$ cat src/rtl/ad7782_pkg.sv
// Shared types and constants for the AD7782 slave-mode reader.
// The optional RDY timeout is enabled with the AD7782_TIMEOUT_EN macro.
package ad7782_pkg;

  localparam int AD7782_DATA_W = 24;

  // ADCrng encoding
  localparam logic RNG_2V56  = 1'b0;
  localparam logic RNG_160MV = 1'b1;

  // ADCsel encoding
  localparam logic CH_AIN1 = 1'b0;
  localparam logic CH_AIN2 = 1'b1;

  typedef enum logic [2:0] {
    IDLE,
    SETUP,
    WAIT_RDY,
    SHIFT,
    DONE
  } state_e;

  // Width of a counter that must hold the values 0 .. n-1.
  function automatic int ctr_width(input int n);
    return (n <= 2) ? 1 : $clog2(n);
  endfunction

endpackage

$ cat src/rtl/sync_2ff.sv
// Generic two-flop synchronizer with asynchronous active-low reset and a
// configurable reset value, for asynchronous inputs such as ADCdin, rxd or eepromMISO.
module sync_2ff #(
  parameter int               WIDTH     = 1,
  parameter logic [WIDTH-1:0] RESET_VAL = '0
) (
  input  logic             clk,
  input  logic             rst_n,
  input  logic [WIDTH-1:0] d,
  output logic [WIDTH-1:0] q
);

  logic [WIDTH-1:0] meta_q;
  logic [WIDTH-1:0] sync_q;

  always_ff @(posedge clk or negedge rst_n) begin
    if (!rst_n) begin
      meta_q <= RESET_VAL;
      sync_q <= RESET_VAL;
    end else begin
      meta_q <= d;
      sync_q <= meta_q;
    end
  end

  assign q = sync_q;

endmodule

$ cat src/rtl/ad7782_reader.sv
// AD7782 slave-mode reader: selects channel/range, waits for DOUT/RDY, clocks in
// one 24-bit word and holds it under a valid/ack handshake. Macro: AD7782_TIMEOUT_EN.
//
// Handshake: data_valid rises with data in the same cycle and stays high with
// data stable until data_ack is sampled high; the next edge drops data_valid
// and returns to IDLE. data_ack while data_valid is low has no effect.
module ad7782_reader
  import ad7782_pkg::*;
#(
  parameter int CLK_DIV        = 4,
  parameter int SETUP_CYCLES   = 16,
  parameter int TIMEOUT_CYCLES = 2000000
) (
  input  logic                     clk,
  input  logic                     rst,
  input  logic                     start,
  input  logic                     channel,
  input  logic                     range,
  input  logic                     ADCdin,
  output logic                     ADCcs,
  output logic                     ADCsclk,
  output logic                     ADCmode,
  output logic                     ADCrng,
  output logic                     ADCsel,
  output logic [AD7782_DATA_W-1:0] data,
  output logic                     data_valid,
  input  logic                     data_ack,
  output logic                     busy,
  output logic                     timeout,
  output state_e                   dbg_state
);

  localparam int DIV_W = ctr_width(2 * CLK_DIV);
  localparam int SET_W = ctr_width(SETUP_CYCLES);
  localparam int BIT_W = ctr_width(AD7782_DATA_W);

  localparam logic [DIV_W-1:0] DIV_LAST = DIV_W'(2 * CLK_DIV - 1);
  localparam logic [DIV_W-1:0] DIV_HALF = DIV_W'(CLK_DIV);
  localparam logic [SET_W-1:0] SET_LAST = SET_W'(SETUP_CYCLES - 1);
  localparam logic [BIT_W-1:0] BIT_MSB  = BIT_W'(AD7782_DATA_W - 1);

  if (CLK_DIV < 3) begin : g_bad_clk_div
    $error("ad7782_reader: CLK_DIV must be >= 3");
  end
  if (SETUP_CYCLES < 1) begin : g_bad_setup
    $error("ad7782_reader: SETUP_CYCLES must be >= 1");
  end
  if (TIMEOUT_CYCLES < 1) begin : g_bad_timeout
    $error("ad7782_reader: TIMEOUT_CYCLES must be >= 1");
  end

  logic din_s;

  sync_2ff #(
    .WIDTH    (1),
    .RESET_VAL(1'b1)
  ) u_din_sync (
    .clk  (clk),
    .rst_n(rst),
    .d    (ADCdin),
    .q    (din_s)
  );

  state_e                   state_q, state_d;
  logic                     cs_q, cs_d;
  logic                     sclk_q, sclk_d;
  logic                     sel_q, sel_d;
  logic                     rng_q, rng_d;
  logic [AD7782_DATA_W-1:0] data_q, data_d;
  logic [AD7782_DATA_W-1:0] shift_q, shift_d;
  logic                     valid_q, valid_d;
  logic                     busy_q, busy_d;
  logic [DIV_W-1:0]         div_q, div_d;
  logic [DIV_W-1:0]         div_inc;
  logic [BIT_W-1:0]         bit_q, bit_d;
  logic [SET_W-1:0]         set_q, set_d;

`ifdef AD7782_TIMEOUT_EN
  localparam int TMO_W = ctr_width(TIMEOUT_CYCLES);
  localparam logic [TMO_W-1:0] TMO_LAST = TMO_W'(TIMEOUT_CYCLES - 1);

  logic [TMO_W-1:0] tmo_q, tmo_d;
  logic             timeout_q, timeout_d;
`endif

  assign div_inc = div_q + 1'b1;

  always_comb begin
    state_d = state_q;
    cs_d    = cs_q;
    sclk_d  = sclk_q;
    sel_d   = sel_q;
    rng_d   = rng_q;
    data_d  = data_q;
    shift_d = shift_q;
    valid_d = valid_q;
    div_d   = div_q;
    bit_d   = bit_q;
    set_d   = set_q;
`ifdef AD7782_TIMEOUT_EN
    tmo_d     = tmo_q;
    timeout_d = 1'b0;
`endif

    case (state_q)
      IDLE: begin
        if (start) begin
          state_d = SETUP;
          cs_d    = 1'b0;
          sel_d   = channel;
          rng_d   = range;
          set_d   = '0;
          shift_d = '0;
        end
      end

      SETUP: begin
        if (set_q == SET_LAST) begin
          state_d = WAIT_RDY;
          set_d   = '0;
`ifdef AD7782_TIMEOUT_EN
          tmo_d   = '0;
`endif
        end else begin
          set_d = set_q + 1'b1;
        end
      end

      WAIT_RDY: begin
        // The first low phase starts on the same edge that leaves WAIT_RDY.
        if (!din_s) begin
          state_d = SHIFT;
          bit_d   = BIT_MSB;
          div_d   = '0;
          sclk_d  = 1'b0;
        end
`ifdef AD7782_TIMEOUT_EN
        else if (tmo_q == TMO_LAST) begin
          state_d   = IDLE;
          cs_d      = 1'b1;
          timeout_d = 1'b1;
          tmo_d     = '0;
        end else begin
          tmo_d = tmo_q + 1'b1;
        end
`endif
      end

      SHIFT: begin
        if (div_q == DIV_LAST) begin
          // Last cycle of the high phase: the ADC output has settled for a full bit.
          shift_d[bit_q] = din_s;
          div_d          = '0;
          if (bit_q == '0) begin
            state_d = DONE;
            cs_d    = 1'b1;
            sclk_d  = 1'b1;
            data_d  = shift_d;
            valid_d = 1'b1;
          end else begin
            bit_d  = bit_q - 1'b1;
            sclk_d = 1'b0;
          end
        end else begin
          div_d  = div_inc;
          sclk_d = (div_inc >= DIV_HALF);
        end
      end

      DONE: begin
        if (data_ack) begin
          state_d = IDLE;
          valid_d = 1'b0;
        end
      end

      default: begin
        state_d = IDLE;
        cs_d    = 1'b1;
        sclk_d  = 1'b1;
        valid_d = 1'b0;
      end
    endcase

    busy_d = (state_d != IDLE);
  end

  always_ff @(posedge clk or negedge rst) begin
    if (!rst) begin
      state_q <= IDLE;
      cs_q    <= 1'b1;
      sclk_q  <= 1'b1;
      sel_q   <= CH_AIN1;
      rng_q   <= RNG_2V56;
      data_q  <= '0;
      shift_q <= '0;
      valid_q <= 1'b0;
      busy_q  <= 1'b0;
      div_q   <= '0;
      bit_q   <= '0;
      set_q   <= '0;
`ifdef AD7782_TIMEOUT_EN
      tmo_q     <= '0;
      timeout_q <= 1'b0;
`endif
    end else begin
      state_q <= state_d;
      cs_q    <= cs_d;
      sclk_q  <= sclk_d;
      sel_q   <= sel_d;
      rng_q   <= rng_d;
      data_q  <= data_d;
      shift_q <= shift_d;
      valid_q <= valid_d;
      busy_q  <= busy_d;
      div_q   <= div_d;
      bit_q   <= bit_d;
      set_q   <= set_d;
`ifdef AD7782_TIMEOUT_EN
      tmo_q     <= tmo_d;
      timeout_q <= timeout_d;
`endif
    end
  end

  assign ADCcs      = cs_q;
  assign ADCsclk    = sclk_q;
  assign ADCmode    = 1'b1;
  assign ADCrng     = rng_q;
  assign ADCsel     = sel_q;
  assign data       = data_q;
  assign data_valid = valid_q;
  assign busy       = busy_q;
  assign dbg_state  = state_q;

`ifdef AD7782_TIMEOUT_EN
  assign timeout = timeout_q;
`else
  assign timeout = 1'b0;
`endif

endmodule

$ cat config.mk
export PLATFORM = sky130hd
export DESIGN_NAME = ad7782_reader
export DESIGN_NICKNAME = d
export VERILOG_FILES = /design/src/rtl/ad7782_pkg.sv /design/src/rtl/sync_2ff.sv /design/src/rtl/ad7782_reader.sv
export SDC_FILE = /design/constraint.sdc
export NUM_CORES = 1
export LEC_CHECK = 0
export BUFFER_PORTS_ARGS = -buffer_cell sky130_fd_sc_hd__clkbuf_2
export CAP_MARGIN = 20
export CORE_ASPECT_RATIO = 1.25
export CORE_UTILIZATION = 50
export CTS_CLUSTER_SIZE = 12
export DETAILED_ROUTE_END_ITERATION = 10
export PLACE_DENSITY = 0.7
export SLEW_MARGIN = 20
export SYNTH_ARGS = -nofsm -noshare
export SYNTH_HDL_FRONTEND = slang
export SYNTH_SLANG_ARGS = --single-unit
$ cat constraint.sdc
create_clock -name clk -period 2.62 [get_ports clk]
set_input_delay 0.262 -clock clk [delete_from_list [all_inputs] [get_ports clk]]
set_output_delay 0.262 -clock clk [all_outputs]
set_load 0.01 [all_outputs]
Word level (Yosys, flattened, before mapping). Cells that the tools add are included.

Register bits after elaboration: 71. Output and inout bits: 35. Word-level logic and storage cells: 87.

$add $sub $neg: 3. Magnitude comparators: 3. Equality and inequality tests: 12. Multiplexer cells: 33. Bitwise operators: 3. Reductions and logical operators: 19.

Operator list (number): $mux 24 (2); $pmux 24 s2 (1); $bwmux 24 (1); $mux 3 (8); $mux 5 (3); $pmux 3 s5 (1); $ne 2x2->1 const B (6); $reduce_and 4->1 (3); $pmux 5 s2 (1); $pmux 1 s3 (3); $reduce_or 3->1 (3); $mux 1 (8); $mux 4 (2); $pmux 4 s2 (1); $reduce_and 2->1 (4); $eq 3x2->1 const B (2); $eq 3x3->1 const B (2); $lt 5x6->1 const B (1); $pmux 3 s2 (1); $reduce_and 3->1 (2); $reduce_bool 2->1 (3); $demux 1 s5 (1); $ge 5x1->1 const B (1); $logic_not 5->1 (1); other kinds (10) (12).

Logic depth before layout (Yosys ltp). Gate-level depths: netlist of the first run.

Depth after elaboration: 7. Gate-level depth with buffers: 9.

Cells and area by module. From an unflattened synthesis of the first run, not the netlist that was laid out.

Cells, all modules: 349. Area total of the unflattened synthesis: 3604.7 µm².

Modules (own cells, without submodules): ad7782_reader (times used 1, cells an instance 347, area an instance 3552.2 µm²); sync_2ff (times used 1, cells an instance 2, area an instance 52.6 µm²).

Least setup slack after synthesis of the first run. Ideal clock, no wire load.

Kind: reg-to-reg. Start: register bit_q[0]. End: register busy_q (netlist: busy). Library setup time: 0.131 ns. Arrival: 1.983 ns. Required time: 2.489 ns. Setup slack: 0.506 ns. Cell stages (with the launch flop): 7. Path buffers: 0. Period minus slack after synthesis: 2.114 ns. Cell sequence: dfrtp_1 -> inv_1 -> ha_1 -> nor4b_4 -> a21oi_2 -> or4_4 -> or3_1.

Cells in the longest elaborated chain, start to end: 5.

RTL lines: from (decl) (RTL line ad7782_reader.sv:75) `logic [BIT_W-1:0] bit_q, bit_d;`; from (signal assigned) (RTL line ad7782_reader.sv:217) `bit_q <= bit_d;`; $logic_not 5->1 (RTL line ad7782_reader.sv:154) `if (bit_q == '0) begin`; $mux 3 (RTL line ad7782_reader.sv:154); $mux 3 (RTL line ad7782_reader.sv:150) `if (div_q == DIV_LAST) begin`; $pmux 3 s5 (RTL line ad7782_reader.sv:105) `case (state_q)`; named net state_d[0] (RTL line ad7782_reader.sv:64) `state_e state_q, state_d;`; $reduce_bool 3->1 (RTL line ad7782_reader.sv:185) `busy_d = (state_d != IDLE);`; named net busy_d (RTL line ad7782_reader.sv:72) `logic busy_q, busy_d;`; to (signal assigned) (RTL line ad7782_reader.sv:215) `busy_q <= busy_d;`; to (decl) (RTL line ad7782_reader.sv:72).

The timed path passes the listed nets, and every way through them passes these cells. A chain may end at the register's enable or synchronous reset.

Worst setup path in the final report of the first run. Same ends and word-level chain as after synthesis.

==> flow_metrics.py, run 1 <==
metrics = {
    "timing": {
        "post-route-min-period_ns": 2.42,
        "skew_ns": 0.00645,
        "setup_viol": 0,
        "hold_violations": 0,
        "max_slew_margin": 0.276,
        "tns_ns": 0,
        "fin_ws_ns": 0.200,
        "fmax_mhz": 413,
        "worst_pin_slew_ns": 1.07,
        "rsz0062_at_grt": "no",
        "slew_violations": 0,
        "fin_crit_sh": 0.924,
    },
    "global_route": {
        "grt_start_max_net_pins": 37,
        "grt-ovfl-total": 0,
        "antenna_found_initial": 0,
        "track_usage": 0.217,
        "grt_pass1_wl_mm": 12.1,
        "grt_pass1_vias": 2553,
    },
    "power": {
        "p_leak_nw": 1.86,
        "vdd_drop_max_uv": 617,
        "power_density_nw_per_um2": 842,
    },
    "final_layout": {
        "fin_nets": 389,
        "final_common_cell": "dfrtp_1",
        "drive_above_1_share": 0.198,
        "antenna_cells": 0,
        "area_delta_synth_final_pct": 12.6,
        "final_cell_mix": "dfrtp_1, nor2_1, a21oi_1, clkbuf_2, o21ai_0",
    },
    "synth": {
        "synthMuxAreaShare": 0.0794,
        "ys_ff_latch": 70,
        "postSynthAreaPerCell_sq_um": 10.1,
        "synth-edff-count": 0,
        "synth_cell_types": 52,
        "synthAdderAreaFrac": 0.0289,
        "synthFlopType": "dfrtp_1",
        "synthCells": 343,
        "ys_warn_count": 0,
        "mappedNetlistNets": 358,
        "synth_xor_area_frac": 0.00505,
        "async_flop_share": 1.00,
        "ys_seq_area_frac": 0.506,
        "synth_compound_area_frac": 0.183,
        "yosys.area_share.simple": 0.145,
        "netlist_area_sq_um": 3470,
        "synth_top_family_by_area": "compound AO/OA/AOI/OAI gates",
    },
    "placement": {
        "place_congestion": 0.893,
        "place.port_buffers": 39,
        "dp_hpwl_mm": 4.87,
        "place_ws_ns": 0.204,
    },
    "worst_setup_path": {
        "endpoint_kind": "flip-flop",
        "arrival_ns": 2.63,
        "crit_path_max_fanout": 8,
        "critical-path-top-delay-family": "simple AND/OR/NAND/NOR gates",
        "r2r_slack_ns": 0.20,
        "setup.worst_path.start_class": "flip-flop",
        "cpMaxStageDelayCell": "or4_4",
        "crit_required_ns": 2.83,
        "cp_cell_sequence": "inv_1, ha_1, nor4b_4, a21oi_2, or4_4, or3_1",
        "cp_slowest_stage_delay_ns": 0.55,
        "crit_type": "reg2reg",
        "crit_buf_inv": 1,
    },
    "clock_network": {
        "cts_max_path_buffers": 2,
        "cts_tree": "built",
        "clock_latency_ns": 0.35,
        "cts_setup_buffers": 0,
        "cts_buffers": 9,
        "root_buffer": "clkbuf_8",
        "cts.sinks": 70,
        "htreeDepth": 3,
        "clkSlewWorstSetupHoldPaths_ns": 0.07,
    },
    "floorplanning": {
        "core_sq_um": 6650,
        "die_w_um": 76.5,
        "ios": 42,
        "initial_utilization": 0.522,
        "rows": 33,
        "dieArea_sq_um": 7280,
        "die_h_um": 95.1,
    },
    "route": {
        "route.final.wire_length_mm": 7.27,
        "ant_nets": 0,
        "drtIter0Drc": 120,
        "drc": 0,
        "wl_per_cell_um": 15.6,
        "viasPerCell": 5.69,
        "first_pass_iters": 4,
        "num_vias": 2650,
    },
    "status": {
        "status": "finished clean",
    },
    "hold_path": {
        "min_path_type": "in2async",
    },
    "flow_run": {
        "maxCapViolations": 0,
    },
}
==> worst reg2reg max path: stages, from the launching register on <==
cell and delay [ns]:
dfrtp_1 0.45, inv_1 0.14, ha_1 0.32, nor4b_4 0.32, a21oi_2 0.12, or4_4 0.55
or3_1 0.40
==> cells in the mapped netlist, types with 2 or more instances <==
cell type / number / area share
dfrtp_1: 66 / 0.48
nor2_1: 39 / 0.042
a21oi_1: 38 / 0.055
o21ai_0: 25 / 0.036
mux2i_1: 23 / 0.066
a22o_1: 16 / 0.040
clkbuf_1: 15 / 0.016
nand2_1: 13 / 0.014
inv_1: 9 / 0.0097
ha_1: 8 / 0.029
buf_2: 7 / 0.010
nand2b_1: 7 / 0.013
o21ai_1: 7 / 0.010
nor3_1: 6 / 0.0087
o22ai_1: 6 / 0.011
nand4b_1: 5 / 0.013
dfstp_2: 4 / 0.030
nand3_1: 4 / 0.0058
buf_4: 3 / 0.0065
mux2_2: 3 / 0.0097
a2bb2oi_1: 2 / 0.0051
and3_1: 2 / 0.0036
and3b_1: 2 / 0.0051
buf_6: 2 / 0.0065
conb_1: 2 / 0.0022
o211ai_1: 2 / 0.0043
xor2_1: 2 / 0.0051
==> layout make-up <==
cell class | count | area, sq um
clock buffer | 15 | 176
clock inverter | 1 | 5.00
fill | 575 | 2740
inverter | 9 | 33.8
multi-input combinational | 236 | 1550
sequential | 70 | 1760
tap | 87 | 109
timing repair buffer | 48 | 278
==> per-layer routing <==
| layer | routed length [um] | GRT usage | share of wire | vias to the layer above |
|---|---|---|---|---|
| li1 | - | - | - | 1282 |
| met1 | 3370 | 0.275 | 0.46 | 1282 |
| met2 | 3420 | 0.350 | 0.47 | 66 |
| met3 | 277 | 0.0478 | 0.038 | 20 |
| met4 | 205 | 0.112 | 0.028 | 0 |
| met5 | 0 | 0 | 0 | - |
==> power breakdown <==
part	total, mW	internal [mW]	switching (mW)
combinational	1.06	0.456	0.604
sequential	1.42	1.24	0.188
clock	0.802	0.422	0.381
total	3.29	2.11	1.17
==> registers in the layout (all words and copies together) (netlist names) <==
name and cells:
data 24, shift_q 23, bit_q 5, set_q 4, dbg_state 3, div_q 3
ADCcs 1, ADCrng 1, ADCsclk 1, ADCsel 1, busy 1, data_valid 1
u_din_sync.meta_q 1, u_din_sync.q 1
==> path summary, 6_finish.rpt <==
| path | from | end | cells past startpoint |
|---|---|---|---|
| worst max-delay path | bit_q[0]$_DFFE_PN0P_ | busy$_DFF_PN0_ | 6 |
| worst min-delay path | rst | div_q[1]$_DFFE_PN0P_ | 1 |
| worst max register to register | bit_q[0]$_DFFE_PN0P_ | busy$_DFF_PN0_ | 6 |
| worst min register to register | u_din_sync.meta_q$_DFF_PN1_ | u_din_sync.q$_DFF_PN1_ | 0 |
| max in group asynchronous | rst | shift_q[20]$_DFFE_PN0P_ | 2 |
| min in group clk | range | ADCrng$_DFFE_PN0P_ | 2 |
==> through the flow <==
step / util / hold WS (ns) / area (sq um) / power, mW / instances
after global routing: 0.587 / 0.0647 / 3900 / 3.49 / 466
after detailed placement: 0.558 / 0.348 / 3710 / 2.48 / 449
after floorplan: - / -0.0336 / 3470 / 2.21 / 343
final: 0.587 / 0.000639 / 3900 / 3.29 / 466
after global placement: 0.558 / 0.346 / 3710 / 2.45 / 449
after CTS: 0.587 / 0.0133 / 3900 / 3.30 / 466
==> cells by family after synthesis <==
logic type      Yosys count
compound gates          105
xor+xnor                  2
simple gates             92
buf+inv                  37
other cells               2
flops                    70
fa+ha+maj                 8
mux                      27
==> repair_timing <==
action,CTS,global route
hold buffers,1,0
resized for setup,0,1
hold endpoints to repair,1,0
endpoints found under the setup margin,0,2
No activity file was read; power rests on OpenSTA's default activity.
==> run 2: changes to the inputs <==
--- a/config.mk
+++ b/config.mk
@@ -9,6 +9,7 @@
 export CAP_MARGIN = 20
 export CORE_ASPECT_RATIO = 1.25
 export CORE_UTILIZATION = 50
+export CTS_BUF_LIST = sky130_fd_sc_hd__clkbuf_4 sky130_fd_sc_hd__clkbuf_8
 export CTS_CLUSTER_SIZE = 12
 export DETAILED_ROUTE_END_ITERATION = 10
 export PLACE_DENSITY = 0.7
==> run 2 against run 1 <==
  * The run now ends with hold timing left
  * Clock skew rose by 0.0011 ns
  * Non-clock buffer count did not move
  * Clock power up 3.9%
  * Register-to-register slack hardly changed
  * Global-route usage grew 0.11 points
  * Wire length rose by 0.22%
  * Count of clock-buffer cells in the layout is the same
  * Sequential cell count unchanged
  * Critical endpoint unchanged
  * Highest routed layer unchanged
==> flow_metrics.py, run 2 (synthesis gave the netlist of run 1 again) <==
metrics = {
    "worst_setup_path": {
        "crit_path_max_fanout": 8,
        "endpoint_kind": "flip-flop",
        "crit_type": "reg2reg",
        "cp_slowest_stage_delay_ns": 0.55,
        "cpMaxStageDelayCell": "or4_4",
        "r2r_slack_ns": 0.21,
        "setup.worst_path.start": "bit_q[0]$_DFFE_PN0P_",
        "cp_cell_sequence": "inv_1, ha_1, nor4b_4, a21oi_2, or4_4, or3_1",
        "arrival_ns": 2.63,
        "crit_required_ns": 2.84,
        "setup.worst_path.start_class": "flip-flop",
        "rr_startpoint": "bit_q[0]$_DFFE_PN0P_",
    },
    "route": {
        "drtIter0Drc": 134,
        "routed.top_layer": "met4",
        "route.final.wire_length_mm": 7.29,
        "viasPerCell": 5.67,
        "drc": 0,
        "num_vias": 2644,
        "met1_length_mm": 3.36,
        "wl_met3_um": 261,
        "ant_nets": 0,
        "route.met2.wl_mm": 3.49,
        "first_pass_iters": 4,
        "wl_per_cell_um": 15.6,
    },
    "timing": {
        "whs_ns": -0.00523,
        "hold_violations": 13,
        "rsz0062_at_grt": "no",
        "setup_viol": 0,
        "skew_ns": 0.00754,
        "tns_ns": 0,
        "fin_crit_sh": 0.921,
        "post-route-min-period_ns": 2.41,
        "max_slew_margin": 0.280,
        "worst_pin_slew_ns": 1.07,
        "fmax_mhz": 415,
        "slew_violations": 0,
    },
    "clock_network": {
        "root_buffer": "clkbuf_8",
        "cts_buffers": 9,
        "cts.sinks": 70,
        "cts_tree": "built",
        "clkSlewWorstSetupHoldPaths_ns": 0.07,
        "clock_latency_ns": 0.35,
        "cts_max_path_buffers": 2,
        "cts_setup_buffers": 0,
        "htreeDepth": 3,
    },
    "final_layout": {
        "drive_above_1_share": 0.206,
        "num-fill-cells": 576,
        "area_delta_synth_final_pct": 12.9,
        "largest_reg_flops": 24,
        "final_cell_mix": "dfrtp_1, nor2_1, a21oi_1, clkbuf_2, o21ai_0",
        "stdcell_area_sq_um": 3920,
        "antenna_cells": 0,
        "final_common_cell": "dfrtp_1",
        "fin_nets": 389,
    },
    "global_route": {
        "grt_pass1_vias": 2555,
        "grt_pass1_wl_mm": 12.2,
        "antenna_found_initial": 0,
        "grt_start_max_net_pins": 37,
        "grt-ovfl-total": 0,
        "track_usage": 0.218,
    },
    "power": {
        "p_leak_nw": 1.87,
        "power_density_nw_per_um2": 847,
        "vdd_drop_max_uv": 617,
    },
    "placement": {
        "place_congestion": 0.893,
        "place_area_sq_um": 3710,
        "place.port_buffers": 39,
        "dp_hpwl_mm": 4.87,
    },
    "floorplanning": {
        "die_h_um": 95.1,
        "die_w_um": 76.5,
        "dieArea_sq_um": 7280,
        "rows": 33,
        "core_sq_um": 6650,
        "initial_utilization": 0.522,
        "ios": 42,
    },
    "flow_run": {
        "maxCapViolations": 0,
    },
    "hold_path": {
        "min_path_type": "in2async",
    },
    "status": {
        "status": "complete, but fails checks",
        "violations": "hold timing",
    },
}
==> run 2: worst paths after layout <==
path                                      endpoint  cells after the start
setup / recovery                    busy$_DFF_PN0_                      6
hold / removal                div_q[1]$_DFFE_PN0P_                      1
setup reg to reg                    busy$_DFF_PN0_                      6
hold reg to reg             u_din_sync.q$_DFF_PN1_                      0
max in group asynchronous  shift_q[20]$_DFFE_PN0P_                      2
min in group clk                ADCrng$_DFFE_PN0P_                      2
==> run 2: area by class of cell <==
class                           instances  area [sq um]  share of cell area
Clock buffer                           15           188              0.0479
Clock inverter                          1          5.00             0.00128
Inverter                                9          33.8             0.00863
Multi-Input combinational cell        236          1550               0.395
Sequential cell                        70          1760               0.449
Tap cell                               87           109              0.0278
Timing Repair Buffer                   48           278              0.0709
==> run 2: per-stage QoR <==
step	setup WS (ns)	instances	hold WS, ns	utilization	total power, mW
detailed placement	0.204	449	0.348	0.558	2.48
finish	0.208	466	-0.00523	0.589	3.32
CTS	0.193	466	0.0145	0.588	3.33
floorplan	0.506	343	-0.0336	-	2.21
global placement	0.306	449	0.346	0.558	2.45
global route	0.0863	466	0.0647	0.589	3.53
==> run 2: layer usage <==
metal  up-vias  track usage
li1       1286            -
met1      1281        0.277
met2        60        0.351
met3        17       0.0478
met4         0        0.112
met5         -            0
==> run 2: worst max-delay path, delay by kind of cell, from the launching register on <==
| kind | cells | cell delay, ns |
|---|---|---|
| and+or+nand+nor | 3 | 1.27 |
| DFF | 1 | 0.45 |
| adders and majority gates | 1 | 0.31 |
| buffers and inverters | 1 | 0.13 |
| AOI/OAI and AO/OA | 1 | 0.12 |
==> run 2: timing repair <==
item / CTS / global route
hold buffers: 1 / 0
setup endpoints to repair: 0 / 2
resized for setup: 0 / 1
hold endpoints to repair: 1 / 0
==> run 2: where the power goes <==
part / total [mW] / internal [mW] / switching [mW]
sequential: 1.42 / 1.24 / 0.187
combinational: 1.06 / 0.456 / 0.604
clock: 0.833 / 0.452 / 0.381
total: 3.32 / 2.14 / 1.17
==> run 3: changes to the inputs <==
--- a/config.mk
+++ b/config.mk
@@ -13,6 +13,7 @@
 export CTS_CLUSTER_SIZE = 12
 export DETAILED_ROUTE_END_ITERATION = 10
 export PLACE_DENSITY = 0.7
+export REMOVE_ABC_BUFFERS = 1
 export SLEW_MARGIN = 20
 export SYNTH_ARGS = -nofsm -noshare
 export SYNTH_HDL_FRONTEND = slang
==> run 3 against run 2 <==
  * The run now ends clean
  * Critical path depth grew 1
  * Worst hold slack improved by 0.15 ns
  * Die area is the same
  * Cell count up 0.64%
  * First-iteration DRC count rose by 54%
  * Combinational power about the same
  * Sequential share of layout area down 0.27 points
  * Cell area grew 0.61%
  * Register-to-register slack improved by 0.12 ns
  * Sequential cell count stayed put
  * Sequential power barely moved
  * Total power down 0.46%
  * Highest routed layer unchanged
==> flow_metrics.py, run 3 (synthesis gave the netlist of run 1 again) <==
metrics = {
    "clock_network": {
        "root_buffer": "clkbuf_8",
        "cts.sinks": 70,
        "clock_latency_ns": 0.35,
        "cts_hold_buf": 2,
        "cts_tree": "built",
        "cts_max_path_buffers": 2,
        "cts_buffers": 9,
        "cts_resized": 0,
        "htreeDepth": 3,
        "cts_setup_buffers": 0,
        "clkSlewWorstSetupHoldPaths_ns": 0.07,
    },
    "final_layout": {
        "largest_reg_flops": 24,
        "fin_nets": 392,
        "num-fill-cells": 601,
        "seqCellArea_sq_um": 1760,
        "drive_above_1_share": 0.209,
        "antenna_cells": 0,
        "multi_input_area_sq_um": 1550,
        "final_cell_mix": "dfrtp_1, nor2_1, a21oi_1, clkbuf_2, o21ai_0",
        "stdcell_area_sq_um": 3940,
        "final_common_cell": "dfrtp_1",
        "area_delta_synth_final_pct": 13.6,
    },
    "floorplanning": {
        "ios": 42,
        "die_w_um": 76.5,
        "dieArea_sq_um": 7280,
        "core_sq_um": 6650,
        "die_h_um": 95.1,
        "rows": 33,
        "initial_utilization": 0.522,
    },
    "worst_setup_path": {
        "rr_startpoint": "bit_q[0]$_DFFE_PN0P_",
        "endpoint_kind": "flip-flop",
        "cp_slowest_stage_delay_ns": 0.65,
        "setup.worst_path.start_class": "flip-flop",
        "arrival_ns": 2.56,
        "worst-path-stages": 7,
        "r2r_slack_ns": 0.33,
        "crit_type": "reg2reg",
        "crit_buf_inv": 2,
        "critical-path-top-delay-family": "simple AND/OR/NAND/NOR gates",
        "crit_required_ns": 2.89,
        "setup.worst_path.start": "bit_q[0]$_DFFE_PN0P_",
        "cpMaxStageDelayCell": "or4b_1",
        "r2r_cells": 7,
        "crit_path_max_fanout": 18,
        "cp_cell_sequence": "inv_1, ha_1, or4b_1, nor2_4, buf_4, nor2_1, a21oi_1",
    },
    "global_route": {
        "track_usage": 0.213,
        "antenna_found_initial": 0,
        "grt_pass1_vias": 2494,
        "grt_start_max_net_pins": 43,
        "grt_pass1_wl_mm": 12.0,
        "grt-ovfl-total": 0,
    },
    "hold_path": {
        "min_path_type": "in2reg",
        "min_from": "channel",
        "hold_path_depth": 2,
    },
    "timing": {
        "post-route-min-period_ns": 2.29,
        "skew_ns": 0.00807,
        "worst_pin_slew_ns": 0.679,
        "slew_violations": 0,
        "fmax_mhz": 436,
        "setup_viol": 0,
        "hold_violations": 0,
        "fin_crit_sh": 0.875,
        "whs_ns": 0.144,
        "tns_ns": 0,
        "rsz0062_at_grt": "no",
        "max_slew_margin": 0.547,
        "fin_ws_ns": 0.328,
    },
    "route": {
        "viasPerCell": 5.54,
        "route.final.wire_length_mm": 6.90,
        "first_pass_iters": 4,
        "drc": 0,
        "num_vias": 2596,
        "ant_nets": 0,
        "drtIter0Drc": 206,
        "wl_per_cell_um": 14.7,
    },
    "placement": {
        "place_area_sq_um": 3720,
        "dp_hpwl_mm": 4.76,
        "place.port_buffers": 39,
        "place_congestion": 0.800,
        "place_ws_ns": 0.336,
    },
    "power": {
        "p_leak_nw": 1.88,
        "power_density_nw_per_um2": 838,
        "vdd_drop_max_uv": 616,
        "p_total_mw": 3.30,
    },
    "status": {
        "status": "finished clean",
    },
    "flow_run": {
        "maxCapViolations": 0,
    },
}
## run 3: cell count changes in the layout (fill, tap and decap cells not counted), sizes merged
cell,delta
clkinv,+3
dlygate4sd3,+1
buf,+2
clkbuf,-4
bufinv,+1
## run 3: final timing paths
check                                              endpoint
worst max-delay path                   data[20]$_DFFE_PN0P_
worst min-delay path                     ADCsel$_DFFE_PN0P_
worst max register to register         data[20]$_DFFE_PN0P_
worst min register to register       u_din_sync.q$_DFF_PN1_
max in group asynchronous       u_din_sync.meta_q$_DFF_PN1_
min in group asynchronous               data[8]$_DFFE_PN0P_
## run 3: metrics by stage
| stage | util | std cells |
|---|---|---|
| final | 0.593 | 469 |
| after global routing | 0.593 | 469 |
| after CTS | 0.592 | 469 |
| after detailed placement | 0.560 | 451 |
| after global placement | 0.560 | 451 |
| after floorplan | - | 315 |
## run 3: worst reg2reg max path, cell delays in order (launching register included)
cell,delay (ns)
dfrtp_1,0.45
inv_1,0.13
ha_1,0.31
or4b_1,0.65
nor2_4,0.26
buf_4,0.25
nor2_1,0.07
a21oi_1,0.11
## run 3: area by class of cell
type	count	share of cell area
sequential	70	0.446
inverter	9	0.00858
clock buffer	11	0.0353
timing repair buffer	51	0.0769
tap	87	0.0276
multi-input combinational	236	0.393
clock inverter	5	0.0127
## run 3: power by group
part           switching [mW]  total [mW]  internal, mW
Clock                   0.392       0.846         0.454
Sequential              0.171        1.41          1.24
Combinational           0.594        1.05         0.455
Total                    1.16        3.30          2.14
## run 3: routing by layer
layer  track usage  routed length [um]  vias up  share of wire
li1              -                   -     1290              -
met1         0.272                3230     1238           0.47
met2         0.349                3280       56           0.48
met3        0.0459                 245       12          0.036
met4         0.101                 144        0          0.021
met5             0                   0        -              0
